## src/rtl/voice_alloc_pkg.sv

```systemverilog
// Shared widths, defaults and FSM state encoding for the voice allocator.
package voice_alloc_pkg;

    localparam int unsigned MIDI_PAYLOAD_BITS = 7;
    localparam int unsigned NUM_VOICES_DEF    = 4;
    localparam int unsigned VOICE_AGE_BW      = 2;

    typedef enum logic [1:0] {
        ST_IDLE   = 2'd0,
        ST_SEARCH = 2'd1,
        ST_COMMIT = 2'd2
    } state_t;

endpackage

```

## src/rtl/voice_find.sv

```systemverilog
// Combinational voice lookup: note match, lowest free voice, LRU victim.
module voice_find #(
    parameter int unsigned NUM_VOICES = 4,
    parameter int unsigned AGE_BW     = 2,
    parameter int unsigned NOTE_BW    = 7
) (
    input  logic [NUM_VOICES-1:0]         gate_i,
    input  logic [NUM_VOICES*NOTE_BW-1:0] notes_i,
    input  logic [NUM_VOICES*AGE_BW-1:0]  ages_i,
    input  logic [NOTE_BW-1:0]            key_i,
    output logic [NUM_VOICES-1:0]         match_vec_o,
    output logic                          match_any_o,
    output logic [AGE_BW-1:0]             match_idx_o,
    output logic                          free_any_o,
    output logic [AGE_BW-1:0]             free_idx_o,
    output logic [AGE_BW-1:0]             victim_idx_o
);

    always_comb begin
        match_vec_o  = '0;
        match_any_o  = 1'b0;
        match_idx_o  = '0;
        free_any_o   = 1'b0;
        free_idx_o   = '0;
        victim_idx_o = '0;
        // Scan from the top down so the lowest index is the last writer.
        for (int unsigned i = 0; i < NUM_VOICES; i++) begin
            int unsigned v;
            logic        hit;
            v   = NUM_VOICES - 1 - i;
            hit = gate_i[v] && (notes_i[v*NOTE_BW +: NOTE_BW] == key_i);
            match_vec_o[v] = hit;
            if (hit) begin
                match_any_o = 1'b1;
                match_idx_o = AGE_BW'(v);
            end
            if (!gate_i[v]) begin
                free_any_o = 1'b1;
                free_idx_o = AGE_BW'(v);
            end
            if (ages_i[v*AGE_BW +: AGE_BW] == AGE_BW'(NUM_VOICES - 1))
                victim_idx_o = AGE_BW'(v);
        end
    end

endmodule

```

## src/rtl/voice_alloc.sv

```systemverilog
// Polyphonic voice scheduler: retrigger, else lowest free voice, else steal LRU.
module voice_alloc
    import voice_alloc_pkg::*;
#(
    parameter int unsigned NUM_VOICES = NUM_VOICES_DEF,
    parameter int unsigned AGE_BW     = VOICE_AGE_BW
) (
    input  logic                                  clk_i,
    input  logic                                  nrst_i,
    input  logic [2:0]                            chSel_i,
    input  logic [2:0]                            ch_i,
    input  logic [MIDI_PAYLOAD_BITS-1:0]          note_i,
    input  logic                                  noteOnStrb_i,
    input  logic                                  noteOffStrb_i,
    input  logic                                  panic_i,
    output logic [NUM_VOICES*MIDI_PAYLOAD_BITS-1:0] voiceNote_o,
    output logic [NUM_VOICES-1:0]                 voiceGate_o,
    output logic [NUM_VOICES-1:0]                 voiceTrigStrb_o,
    output logic                                  stealStrb_o,
    output logic                                  busy_o,
    output logic                                  dropStrb_o
);

    localparam int unsigned P = MIDI_PAYLOAD_BITS;

    state_t                      state_q, state_d;
    logic                        is_on_q, is_on_d;
    logic [P-1:0]                key_q, key_d;
    logic [NUM_VOICES-1:0]       match_vec_q, match_vec_d;
    logic                        match_any_q, match_any_d;
    logic [AGE_BW-1:0]           match_idx_q, match_idx_d;
    logic                        free_any_q, free_any_d;
    logic [AGE_BW-1:0]           free_idx_q, free_idx_d;
    logic [AGE_BW-1:0]           victim_idx_q, victim_idx_d;
    logic [NUM_VOICES-1:0]       gate_q, gate_d;
    logic [NUM_VOICES*P-1:0]     notes_q, notes_d;
    logic [NUM_VOICES*AGE_BW-1:0] ages_q, ages_d;
    logic [NUM_VOICES-1:0]       trig_q, trig_d;
    logic                        steal_q, steal_d;
    logic                        drop_q, drop_d;

    logic [NUM_VOICES-1:0]       f_match_vec;
    logic                        f_match_any, f_free_any;
    logic [AGE_BW-1:0]           f_match_idx, f_free_idx, f_victim_idx;
    logic                        accept;
    logic [AGE_BW-1:0]           tgt, tgt_age, age_u;

    voice_find #(
        .NUM_VOICES(NUM_VOICES),
        .AGE_BW    (AGE_BW),
        .NOTE_BW   (P)
    ) u_find (
        .gate_i      (gate_q),
        .notes_i     (notes_q),
        .ages_i      (ages_q),
        .key_i       (key_q),
        .match_vec_o (f_match_vec),
        .match_any_o (f_match_any),
        .match_idx_o (f_match_idx),
        .free_any_o  (f_free_any),
        .free_idx_o  (f_free_idx),
        .victim_idx_o(f_victim_idx)
    );

    always_comb begin
        state_d      = state_q;
        is_on_d      = is_on_q;
        key_d        = key_q;
        match_vec_d  = match_vec_q;
        match_any_d  = match_any_q;
        match_idx_d  = match_idx_q;
        free_any_d   = free_any_q;
        free_idx_d   = free_idx_q;
        victim_idx_d = victim_idx_q;
        gate_d       = gate_q;
        notes_d      = notes_q;
        ages_d       = ages_q;
        trig_d       = '0;
        steal_d      = 1'b0;
        drop_d       = 1'b0;
        tgt          = '0;
        tgt_age      = '0;
        age_u        = '0;
        accept       = (ch_i == chSel_i) && (noteOnStrb_i || noteOffStrb_i);

        unique case (state_q)
            ST_IDLE: begin
                if (accept) begin
                    is_on_d = noteOnStrb_i;
                    key_d   = note_i;
                    state_d = ST_SEARCH;
                end
            end
            ST_SEARCH: begin
                match_vec_d  = f_match_vec;
                match_any_d  = f_match_any;
                match_idx_d  = f_match_idx;
                free_any_d   = f_free_any;
                free_idx_d   = f_free_idx;
                victim_idx_d = f_victim_idx;
                state_d      = ST_COMMIT;
            end
            ST_COMMIT: begin
                state_d = ST_IDLE;
                if (is_on_q) begin
                    tgt     = match_any_q ? match_idx_q :
                              free_any_q  ? free_idx_q  : victim_idx_q;
                    steal_d = !match_any_q && !free_any_q;
                    for (int unsigned u = 0; u < NUM_VOICES; u++)
                        if (AGE_BW'(u) == tgt) tgt_age = ages_q[u*AGE_BW +: AGE_BW];
                    // Ranks younger than the target age by one; target becomes newest.
                    for (int unsigned u = 0; u < NUM_VOICES; u++) begin
                        age_u = ages_q[u*AGE_BW +: AGE_BW];
                        if (AGE_BW'(u) == tgt) begin
                            ages_d[u*AGE_BW +: AGE_BW] = '0;
                            trig_d[u] = 1'b1;
                            if (!match_any_q) begin
                                notes_d[u*P +: P] = key_q;
                                gate_d[u]         = 1'b1;
                            end
                        end else if (age_u < tgt_age) begin
                            ages_d[u*AGE_BW +: AGE_BW] = age_u + AGE_BW'(1);
                        end
                    end
                end else begin
                    gate_d = gate_q & ~match_vec_q;
                end
            end
            default: state_d = ST_IDLE;
        endcase

        if ((state_q != ST_IDLE) && accept && !drop_q)
            drop_d = 1'b1;

        if (panic_i) begin
            state_d = ST_IDLE;
            gate_d  = '0;
            trig_d  = '0;
            steal_d = 1'b0;
            drop_d  = 1'b0;
        end
    end

    always_ff @(posedge clk_i or negedge nrst_i) begin
        if (!nrst_i) begin
            state_q      <= ST_IDLE;
            is_on_q      <= 1'b0;
            key_q        <= '0;
            match_vec_q  <= '0;
            match_any_q  <= 1'b0;
            match_idx_q  <= '0;
            free_any_q   <= 1'b0;
            free_idx_q   <= '0;
            victim_idx_q <= '0;
            gate_q       <= '0;
            notes_q      <= '0;
            for (int unsigned v = 0; v < NUM_VOICES; v++)
                ages_q[v*AGE_BW +: AGE_BW] <= AGE_BW'(v);
            trig_q       <= '0;
            steal_q      <= 1'b0;
            drop_q       <= 1'b0;
        end else begin
            state_q      <= state_d;
            is_on_q      <= is_on_d;
            key_q        <= key_d;
            match_vec_q  <= match_vec_d;
            match_any_q  <= match_any_d;
            match_idx_q  <= match_idx_d;
            free_any_q   <= free_any_d;
            free_idx_q   <= free_idx_d;
            victim_idx_q <= victim_idx_d;
            gate_q       <= gate_d;
            notes_q      <= notes_d;
            ages_q       <= ages_d;
            trig_q       <= trig_d;
            steal_q      <= steal_d;
            drop_q       <= drop_d;
        end
    end

    assign voiceNote_o     = notes_q;
    assign voiceGate_o     = gate_q;
    assign voiceTrigStrb_o = trig_q;
    assign stealStrb_o     = steal_q;
    assign busy_o          = (state_q != ST_IDLE);
    assign dropStrb_o      = drop_q;

endmodule
```

## config.mk

```make
export PLATFORM = sky130hd
export DESIGN_NAME = voice_alloc
export DESIGN_NICKNAME = d
export VERILOG_FILES = /design/src/rtl/voice_alloc_pkg.sv /design/src/rtl/voice_find.sv /design/src/rtl/voice_alloc.sv
export SDC_FILE = /design/constraint.sdc
export NUM_CORES = 1
export LEC_CHECK = 0
export ABC_CLOCK_PERIOD_IN_PS = 2790
export BUFFER_PORTS_ARGS = -buffer_cell sky130_fd_sc_hd__buf_2
export CORE_ASPECT_RATIO = 0.75
export CORE_MARGIN = 2
export CORE_UTILIZATION = 36
export CTS_CLUSTER_SIZE = 20
export DETAILED_ROUTE_END_ITERATION = 8
export PLACE_DENSITY = 0.53
export SYNTH_ARGS = -nofsm -noshare
export SYNTH_HDL_FRONTEND = slang
export SYNTH_SLANG_ARGS = --single-unit
```

## constraint.sdc

```tcl
create_clock -name clk_i -period 2.79 [get_ports clk_i]
set_input_delay 0.4185 -clock clk_i [delete_from_list [all_inputs] [get_ports clk_i]]
set_output_delay 0.4185 -clock clk_i [all_outputs]
set_load 0.02 [all_outputs]
```

==> results.md <==
Hold path:
- The classification of the worst-slack hold path is in2async.

Critical path:
- The arrival time of the worst setup path is 2850 ps.
- The critical path goes through mux2_4 -> mux2i_4 -> mux4_1 -> inv_1 -> ha_1 -> o32a_1 -> o21ai_0 -> a31oi_1.
- The element type at the critical path start is a register.
- The delay of the slowest critical-path stage is 560 ps.
- The required time at the endpoint of the critical path is 2990 ps.
- The top fanout value on the critical path is 4.
- The kind of critical path is reg2reg.
- STA classifies the critical path endpoint as a register.
- The slowest cell on the critical path is sky130_fd_sc_hd__mux4_1.

Route:
- The first-pass iteration count of the detailed router is 4.
- The routed length per placed instance is 16.6 um.
- The final routed DRC violation total is 0.
- The routed layout has 2,740 vias.
- In the routed layout, each cell is associated on average with a via count of 5.27.
- Once detail routing completed, the nets flagged for antenna violations numbered 0.
- The detailed-route wire length is 8.63 mm.
- For this block, the initial DRC count from the detailed router was 189.

Clocking:
- Hold repair after CTS inserted 0 buffers.
- The number of CTS-inserted buffers is 9.
- The TritonCTS clock tree is built.
- The clock latency on the worst-skew pair is 330 ps.
- The clock net in this run drives a total of 68 sinks.
- Clock-pin slew was measured on the worst setup and hold paths at 60 ps.
- The maximum number of buffers from clock root to sink is 2.
- The cell chosen for the clock root is sky130_fd_sc_hd__clkbuf_16.
- The H-tree depth is 3.
- After clock tree synthesis, the repair step resized 0 gates.
- Once the clock tree was built, the setup fixing pass inserted 0 buffers.

Die:
- The floorplan step set the die height to 91.3 um.
- The floorplan step set the die width to 120 um.
- For this configuration, the core starts out at a cell density of 0.374.
- The I/O pin count is 57.
- The area inside the core boundary is 9770 sq um.
- The number of standard-cell rows in the floorplan is 31.
- The die covers 11,000 sq um.

Placed design:
- The total of buffers placed on input and output ports is 56.
- Detailed placement finished with a half-perimeter wire length of 6.38 mm.
- At the end of routability-driven placement, the weighted congestion stood at 0.891.

Power:
- For this design the ratio of total power to cell area is 710 nW/um^2.
- The combinational share of power is 0.192.
- The static leakage power is 2.09 nW.
- Of the total power, registers draw 0.417.
- The share of total power dissipated in the clock network is 0.391.
- The worst-case IR drop observed on VDD is 474 uV.
- The internal power summed over all cells is 2.17 mW.
- The switching component of the power is 0.952 mW.
- The switching share of power is 0.305.

Cells and area:
- The commonest non-fill, non-tap cell in the layout is sky130_fd_sc_hd__dfrtp_1.
- The top cell types in the final layout, fill and taps aside, are 64 x sky130_fd_sc_hd__dfrtp_1, 56 x sky130_fd_sc_hd__buf_2, 31 x sky130_fd_sc_hd__mux2_2.
- The area of combinational cells with multiple inputs is 1820 sq um.
- In the final layout, the share of cells above drive strength 1 is 0.343.
- After the last flow step, the layout net total stands at 409.
- The count of fill cells added during filler insertion is 948.
- In the final layout, flip-flops and latches occupy 1710 sq um.
- The number of inserted diodes is 0.
- The layout overhead on the synthesized area is 20.4%.

Timing:
- The shortest period the worst path allows is 2650 ps.
- The tightest hold path in the finished design has a slack of 62.1 ps.
- Setup repair after global routing left no endpoint under its margin.
- The setup clock skew after layout is 7.97 ps.
- Measured against its own limit, the worst slew margin works out to 0.611.
- Based on the critical path, the design can be clocked at up to 0.377 GHz.
- The final number of hold-violating endpoints is 0.
- Of the available clock period, the critical path in the final layout requires 0.950.
- The number of pins with negative max-slew slack in the final report is 0.
- Setup violations remaining at the end of the flow were counted as 0.
- For the pin with the worst max-slew slack, the measured transition is 584 ps.
- The post-route setup TNS is 0 ps.

Global routing:
- The initial antenna violation count came to 0.
- The remaining global-route overflow is 0.
- The largest net degree at the start of global routing is 48.
- In the global route stage, overall resource usage came out at 0.169.
- The first-pass GRT wire length is 14.5 mm.
- The via count of the first global-routing pass is 2,679.

Yosys:
- Of the synthesized area, sequential elements account for 0.466.
- For this run, the leading register cell type out of synthesis is sky130_fd_sc_hd__dfrtp_1.
- Of the total synthesized cell area, the portion taken by XOR and XNOR cells is 0.0742.
- The count of unique library cells instantiated by Yosys is 56.
- During synthesis, Yosys emitted a total of 0 warnings.
- After synthesis, the mean cell area works out to 11.1 sq um.
- After synthesis, the share of cell area in mux cells is 0.159.
- The compound-gate portion of the synthesized area is 0.122.
- The cell area after synthesis is 3660 sq um.
- Of the total synthesized cell area, the portion taken by full adders, half adders and majority gates is 0.0274.
- The number of nets in the synthesized netlist is 355.
- In this run, synthesis produced a sequential element count of 68.
- The cell count after synthesis came out at 329.
- The number of synthesized flops with an enable pin is 0.
- The dominant combinational cell family by area after synthesis is multiplexers.
- For this run, asynchronously set or reset flops after synthesis account for 1.00.
- Of the total synthesized cell area, the portion taken by AND, OR, NAND and NOR gates is 0.114.

Run status:
- The run finished with clean final reports.

Job:
- Max-cap violations in this run came to 0.
==> worst max-delay path, delay by kind of cell (launching register included) <==
family          cells  cell delay [ps]
buf+inv             1              170
compound gates      3              540
fa+ha+maj           1              290
mux                 3             1080
flops               1              440
==> layout make-up <==
class / instances / share of cell area
multi-input combinational: 231 / 0.413
sequential: 68 / 0.388
timing repair buffer: 64 / 0.0801
clock buffer: 9 / 0.0511
tap: 132 / 0.0375
clock inverter: 7 / 0.0227
inverter: 9 / 0.00767
==> registers in the layout, summed over array words and instances (netlist names) <==
register	cells
stealStrb_o	1
state_q	2
free_any_q	1
voiceNote_o	28
free_idx_q	2
voiceGate_o	4
ages_q	8
match_any_q	1
match_vec_q	4
voiceTrigStrb_o	4
dropStrb_o	1
key_q	7
is_on_q	1
victim_idx_q	2
match_idx_q	2
==> per-layer routing <==
layer,GRT usage,up-vias,share of wire
met5,0,-,0
met4,0.0407,0,0.0067
met3,0.0433,5,0.053
met2,0.224,67,0.41
met1,0.269,1362,0.53
li1,-,1306,-
==> Yosys cell counts (5+ instances only) <==
library cell | number | area share
sky130_fd_sc_hd__mux2_2 | 31 | 0.095
sky130_fd_sc_hd__inv_1 | 9 | 0.0092
sky130_fd_sc_hd__xnor2_1 | 17 | 0.041
sky130_fd_sc_hd__ha_1 | 8 | 0.027
sky130_fd_sc_hd__a21oi_1 | 10 | 0.014
sky130_fd_sc_hd__a31oi_1 | 7 | 0.012
sky130_fd_sc_hd__xor2_1 | 14 | 0.034
sky130_fd_sc_hd__dfrtp_1 | 64 | 0.44
sky130_fd_sc_hd__mux2i_1 | 5 | 0.014
sky130_fd_sc_hd__nor2_1 | 13 | 0.013
sky130_fd_sc_hd__nand2_1 | 25 | 0.026
sky130_fd_sc_hd__nor4_1 | 6 | 0.010
sky130_fd_sc_hd__nor3_1 | 5 | 0.0068
sky130_fd_sc_hd__o21ai_0 | 18 | 0.025
sky130_fd_sc_hd__mux2_4 | 9 | 0.037
sky130_fd_sc_hd__nand4_1 | 6 | 0.010
sky130_fd_sc_hd__clkbuf_1 | 13 | 0.013
==> worst paths after layout <==
kind	slack, ps	from	depth (start not counted)	end
max	140	free_any_q	8	ages_q[0]
min in group clk_i	320	note_i[0]	2	key_q[0]
max reg2reg	140	free_any_q	8	ages_q[0]
min	60	nrst_i	1	key_q[0]
max in group asynchronous	2040	nrst_i	2	ages_q[5]
min reg2reg	440	dropStrb_o	1	dropStrb_o
==> power by group through the flow <==
stage          logic [mW]  clock network (mW)  registers (mW)
2_1_floorplan       0.520                   0            1.21
3_3_place_gp        0.601                   0            1.31
3_5_place_dp        0.602                   0            1.32
4_1_cts             0.605                1.25            1.30
5_1_grt             0.664                1.31            1.32
6_report            0.599                1.22            1.30
==> per-stage QoR <==
step,setup WS [ps],power (mW),std cells,util,cell area (sq um)
after global placement,222,1.91,504,0.417,4080
after global routing,6.98,3.29,520,0.451,4400
after detailed placement,163,1.92,504,0.417,4080
final,139,3.13,520,0.451,4400
after CTS,151,3.16,520,0.451,4400
after floorplan,242,1.73,329,-,3660
==> logic make-up after synthesis <==
group,count (synthesis)
flops,68
mux,47
fa+ha+maj,8
xor+xnor,31
simple gates,80
buf+inv,30
compound gates,65
Power figures use the tool's default switching activity.
